<file path="src/rtl/sc_downspeed_pkg.sv">
// sc_downspeed_pkg: shared state encoding and reload computation for the Frogger speed timer.
// Rev 1.0
`default_nettype none

package sc_downspeed_pkg;

  typedef enum logic [1:0] {
    IDLE  = 2'b00,
    RUN   = 2'b01,
    PAUSE = 2'b10
  } state_t;

  // Wide arithmetic so any parameter set fits; an underflowing subtraction clamps to the floor.
  function automatic logic [63:0] calc_reload(input logic [63:0] base,
                                              input logic [63:0] step,
                                              input logic [63:0] min_reload,
                                              input logic [63:0] level);
    logic [63:0] dec;
    logic [63:0] diff;
    dec  = level * step;
    diff = base - dec;
    if (dec > base) begin
      return min_reload;
    end
    if (diff < min_reload) begin
      return min_reload;
    end
    return diff;
  endfunction

endpackage

`default_nettype wire

</file>
<file path="src/rtl/sc_edgedetect_inlow.sv">
// sc_edgedetect_inlow: falling-edge detector for active-low buttons; history resets to released.
// Rev 1.0
`default_nettype none

module sc_edgedetect_inlow (
  input  logic clk,
  input  logic rst_n,
  input  logic din,
  output logic fall
);

  logic hist;

  always_ff @(posedge clk or negedge rst_n) begin
    if (!rst_n) begin
      hist <= 1'b1;
    end else begin
      hist <= din;
    end
  end

  assign fall = hist & ~din;

endmodule

`default_nettype wire

</file>
<file path="src/rtl/sc_downspeedtimer.sv">
// sc_downspeedtimer: loadable down-counting game-tick timer with level-selected reload.
// Rev 1.0
`default_nettype none

module sc_downspeedtimer
  import sc_downspeed_pkg::*;
#(
  parameter int DOWNSPEED_DATAWIDTH   = 27,
  parameter int DOWNSPEED_LEVELWIDTH  = 3,
  parameter int DOWNSPEED_BASE_RELOAD = 49999999,
  parameter int DOWNSPEED_STEP        = 6000000,
  parameter int DOWNSPEED_MIN_RELOAD  = 1000000
) (
  input  logic                            SC_DOWNSPEED_CLOCK_50,
  input  logic                            SC_DOWNSPEED_RESET_InLow,
  input  logic                            SC_DOWNSPEED_start_InLow,
  input  logic                            SC_DOWNSPEED_pause_InLow,
  input  logic                            SC_DOWNSPEED_levelUp_InLow,
  input  logic                            SC_DOWNSPEED_levelClear_InLow,
  output logic                            SC_DOWNSPEED_tick_Out,
  output logic                            SC_DOWNSPEED_running_Out,
  output logic [DOWNSPEED_DATAWIDTH-1:0]  SC_DOWNSPEED_data_OutBUS,
  output logic [DOWNSPEED_LEVELWIDTH-1:0] SC_DOWNSPEED_level_OutBUS
);

  localparam logic [DOWNSPEED_LEVELWIDTH-1:0] LEVEL_MAX = '1;

  state_t                            state, state_next;
  logic [DOWNSPEED_DATAWIDTH-1:0]    count, count_next, reload_next;
  logic [DOWNSPEED_LEVELWIDTH-1:0]   level, level_next;
  logic                              tick, tick_next;
  logic                              running;
  logic                              level_fall;

  sc_edgedetect_inlow u_levelup_edge (
    .clk   (SC_DOWNSPEED_CLOCK_50),
    .rst_n (SC_DOWNSPEED_RESET_InLow),
    .din   (SC_DOWNSPEED_levelUp_InLow),
    .fall  (level_fall)
  );

  always_comb begin
    level_next = level;
    if (!SC_DOWNSPEED_levelClear_InLow) begin
      level_next = '0;
    end else if (level_fall && (level != LEVEL_MAX)) begin
      level_next = level + DOWNSPEED_LEVELWIDTH'(1);
    end
  end

  // Reload follows the next level so a same-edge level change is seen by the reload.
  assign reload_next = DOWNSPEED_DATAWIDTH'(calc_reload(64'(DOWNSPEED_BASE_RELOAD),
                                                        64'(DOWNSPEED_STEP),
                                                        64'(DOWNSPEED_MIN_RELOAD),
                                                        64'(level_next)));

  always_comb begin
    state_next = state;
    count_next = count;
    tick_next  = 1'b0;
    case (state)
      IDLE: begin
        count_next = reload_next;
        if (!SC_DOWNSPEED_start_InLow) begin
          state_next = RUN;
        end
      end
      RUN, PAUSE: begin
        // Releasing pause resumes counting on that same edge.
        if (!SC_DOWNSPEED_pause_InLow) begin
          state_next = PAUSE;
        end else begin
          state_next = RUN;
          if (count != '0) begin
            count_next = count - DOWNSPEED_DATAWIDTH'(1);
          end else begin
            tick_next  = 1'b1;
            count_next = reload_next;
          end
        end
      end
      default: begin
        state_next = IDLE;
      end
    endcase
  end

  always_ff @(posedge SC_DOWNSPEED_CLOCK_50 or negedge SC_DOWNSPEED_RESET_InLow) begin
    if (!SC_DOWNSPEED_RESET_InLow) begin
      state   <= IDLE;
      count   <= '0;
      level   <= '0;
      tick    <= 1'b0;
      running <= 1'b0;
    end else begin
      state   <= state_next;
      count   <= count_next;
      level   <= level_next;
      tick    <= tick_next;
      running <= (state_next == RUN);
    end
  end

  assign SC_DOWNSPEED_tick_Out     = tick;
  assign SC_DOWNSPEED_running_Out  = running;
  assign SC_DOWNSPEED_data_OutBUS  = count;
  assign SC_DOWNSPEED_level_OutBUS = level;

endmodule

`default_nettype wire

</file>
<file path="config.mk">
export PLATFORM = sky130hd
export DESIGN_NAME = sc_downspeedtimer
export DESIGN_NICKNAME = d
export VERILOG_FILES = /design/src/rtl/sc_downspeed_pkg.sv /design/src/rtl/sc_edgedetect_inlow.sv /design/src/rtl/sc_downspeedtimer.sv
export SDC_FILE = /design/constraint.sdc
export NUM_CORES = 1
export LEC_CHECK = 0
export CORE_MARGIN = 5
export CORE_UTILIZATION = 45
export DETAILED_ROUTE_END_ITERATION = 6
export HOLD_SLACK_MARGIN = 0.02
export PLACE_DENSITY = 0.74
export SKIP_LAST_GASP = 1
export SLEW_MARGIN = 20
export SYNTH_ARGS = -nofsm -noshare
export SYNTH_HDL_FRONTEND = slang
export SYNTH_SLANG_ARGS = --single-unit
</file>
<file path="constraint.sdc">
create_clock -name SC_DOWNSPEED_CLOCK_50 -period 9.57 [get_ports SC_DOWNSPEED_CLOCK_50]
set_input_delay 1.914 -clock SC_DOWNSPEED_CLOCK_50 [delete_from_list [all_inputs] [get_ports SC_DOWNSPEED_CLOCK_50]]
set_output_delay 1.914 -clock SC_DOWNSPEED_CLOCK_50 [all_outputs]
set_load 0.02 [all_outputs]
</file>
==> summary.txt <==
Power
  – P_leak: 1.450 nW
  – Max VDD drop: 0.0001594 V
  – Internal: 510.3 uW
  – Combinational Power Share: 62.0%
  – Flop pwr share: 27.9%
  – Share of total power in the clock network: 10.2%
  – Power per Cell Area: 258.9 mW/mm^2
  – Sw Pwr: 489.2 uW
  – Sw frac: 48.95%

Placement
  – Port bufs: 37
  – Post-place setup slack: 1.827 ns
  – Post-placement cell count: 509
  – Routability congestion estimate: 0.9150
  – Detailed placer's ending HPWL: 6454 microns

Timing
  – Final Max Slew Viols: 0
  – Final Skew: 0.004331 ns
  – Slew @ Worst Pin: 1.058 ns
  – Setup WS post-layout: 2.285 ns
  – F_max: 137.3 MHz
  – Setup violators final: 0
  – Setup repair after global routing missed its margin: false
  – Final hold viol count: 0
  – Total negative slack: 0 ns
  – Part of the cycle the worst path needs: 76.12%
  – Final Critical Period: 7.285 ns
  – Max-slew headroom at the worst pin: 29.49%

Final layout
  – Post-Layout Cell Count: 517
  – Area Overhead vs Synth: 14.39%
  – FILL cells: 706
  – Commonest cells after routing, fill and taps aside: clkdlybuf4s50_1 (37), dfrtp_1 (34), nor2_1 (33)
  – Diodes inserted: 0
  – Total Nets Final: 446
  – Share of layout cells above drive strength 1: 9.809%
  – Commonest non-fill, non-tap cell in the layout: clkdlybuf4s50_1
  – Fin util: 52.93%

Global routing
  – Grt ovf: 0
  – Via count of the first global-routing pass: 3075
  – Most Crowded Layer GR: met2
  – Initial antenna violation count: 0
  – Met2 global-route usage: 34.08%
  – Largest net degree at the start of global routing: 36
  – Met3 Use GR: 2.711%
  – Gr usage total: 19.27%
  – First-pass GRT wire length: 14370 microns
  – Met1 Use GR: 23.67%

Logic synthesis
  – Post-synthesis simple-gate area fraction: 22.73%
  – Yosys top cell area share: 25.21%
  – Synthesized area: 0.003374 sq mm
  – Ys Warns: 0
  – Synth area leader: dfrtp_1
  – Mux cell area share after synthesis: 2.225%
  – Mapped Cells: 390
  – Largest cells by area after synthesis: dfrtp_1 (25%), ha_1 (6.7%), o21ai_0 (4.9%)
  – Synth Area in Adders: 9.640%
  – Syn Area/Cell: 8.653 sq um
  – Yosys cell types: 76
  – Synth Register Bits: 35
  – Post-synth ARST share: 100.0%
  – Synthesized net count: 419
  – Synth Area in XOR/XNOR: 5.933%
  – Post-synthesis compound-gate area fraction: 28.44%
  – Synth Flop Type: dfrtp_1
  – Number of flops mapped to enable cells by yosys: 0
  – Seq/Total Area, Yosys: 25.99%
  – Main combinational cell family by area after synthesis: compound AO/OA/AOI/OAI gates

Floorplan
  – Width of the chip: 96.60 microns
  – Initial Util: 46.28%
  – Die area: 0.009331 sq mm
  – I/O pin cnt: 38
  – # rows: 31
  – Die H: 96.60 microns
  – Core area: 0.007292 sq mm

Drt
  – Drt first pass iters: 6
  – Final ANT Viol Nets: 0
  – Wirelength per Cell: 16.57 microns
  – Initial DRC count: 124
  – Vias per Instance: 6.097
  – Drc violations: 0
  – Routed wire length: 8565 microns
  – Via count: 3152

Worst setup path
  – Setup Crit Path Kind: in -> reg
  – CP endpoint kind: flip-flop
  – CP arrival: 7.43 ns
  – Crit-path max FO: 15
  – Critical Path RT: 9.71 ns
  – Crit start category: input port

Clock tree
  – Reg clk slew, reported paths: 0.07 ns
  – Worst skew pair latency: 0.29 ns
  – Number of CTS-inserted buffers: 5
  – CTS tree: yes
  – Worst-case clock buffer depth: 2
  – Clock H-tree levels: 2
  – Post-CTS Setup Inserts: 0
  – # resized after CTS: 0
  – Hold_buf cts: 0
  – Root Buffer Master: clkbuf_8
  – Clock sinks: 35

Run
  – Max Cap Viol: 0

Worst hold path
  – Worst Hold Class: reg -> reg

Status
  – Status: finished, final reports clean
synthesized netlist by cell type, drive strengths merged, types with 8 or more instances:
library cell / instances
nand2: 26
nor4: 9
buf: 12
o21ai: 38
nor2: 33
nor3: 17
nand3: 8
inv: 15
a21oi: 31
xnor2: 13
ha: 18
xor2: 9
dfrtp: 34
critical path, cell delays in order:
cell and delay (ns):
clkdlybuf4s50_1 0.46, nor3b_4 0.34, mux2i_1 0.72, inv_1 0.43, fa_1 0.65, ha_1 0.19
inv_1 0.06, fa_1 0.46, nand2b_1 0.19, a21oi_2 0.18, xnor2_2 0.14, or3_4 0.45
o311a_1 0.37, a211oi_2 0.21, o2111a_2 0.50, o221ai_2 0.16
power by group through the flow:
stage	combinational (mW)	clock, mW	sequential (mW)
5_1_grt	0.680	0.112	0.289
3_5_place_dp	0.610	0	0.280
6_report	0.620	0.102	0.278
4_1_cts	0.613	0.104	0.277
3_3_place_gp	0.598	0	0.277
2_1_floorplan	0.361	0	0.327
cell families after synthesis:
family,count (synthesis)
compound gates,132
xor+xnor,22
fa+ha+maj,23
buf+inv,34
flops,35
mux,6
simple gates,138
stage by stage:
step / area, sq um / hold WS, ns / power [mW]
2_1_floorplan: 3374 / 0.5450 / 0.6878
3_3_place_gp: 3770 / 0.5316 / 0.8745
3_5_place_dp: 3770 / 0.5314 / 0.8899
4_1_cts: 3851 / 0.5467 / 0.9941
5_1_grt: 3860 / 0.5775 / 1.081
6_report: 3860 / 0.5420 / 0.9995
layer usage:
layer,vias up,routed length [microns]
met5,-,0
li1,1508,-
met3,15,516
met2,119,4243
met1,1510,3670
met4,0,135
flip-flops by register name, indices dropped and copies added (netlist names):
register                   cells
SC_DOWNSPEED_level_OutBUS      3
u_levelup_edge.hist            1
SC_DOWNSPEED_running_Out       1
SC_DOWNSPEED_data_OutBUS      27
state                          2
SC_DOWNSPEED_tick_Out          1
final timing paths:
kind | start | to | slack (ns) | depth (start not counted)
max | SC_DOWNSPEED_levelUp_InLow | SC_DOWNSPEED_data_OutBUS[5] | 2.29 | 16
min | SC_DOWNSPEED_data_OutBUS[8] | SC_DOWNSPEED_data_OutBUS[8] | 0.54 | 2
max reg2reg | SC_DOWNSPEED_level_OutBUS[0] | SC_DOWNSPEED_data_OutBUS[5] | 3.57 | 17
min reg2reg | SC_DOWNSPEED_data_OutBUS[8] | SC_DOWNSPEED_data_OutBUS[8] | 0.54 | 2
max in group asynchronous | SC_DOWNSPEED_RESET_InLow | u_levelup_edge.hist | 7.19 | 2
min in group asynchronous | SC_DOWNSPEED_RESET_InLow | SC_DOWNSPEED_data_OutBUS[4] | 2.04 | 2
area by class of cell:
cell class                 instances  area [sq um]  area share (%)
multi-input combinational        321          2336           60.52
sequential                        35         877.1           22.72
timing repair buffer              39         385.4           9.984
tap                               99         123.9           3.209
clock buffer                       7         76.32           1.977
inverter                          15         56.30           1.459
clock inverter                     1         5.005          0.1297
Power figures use the tool's default switching activity.
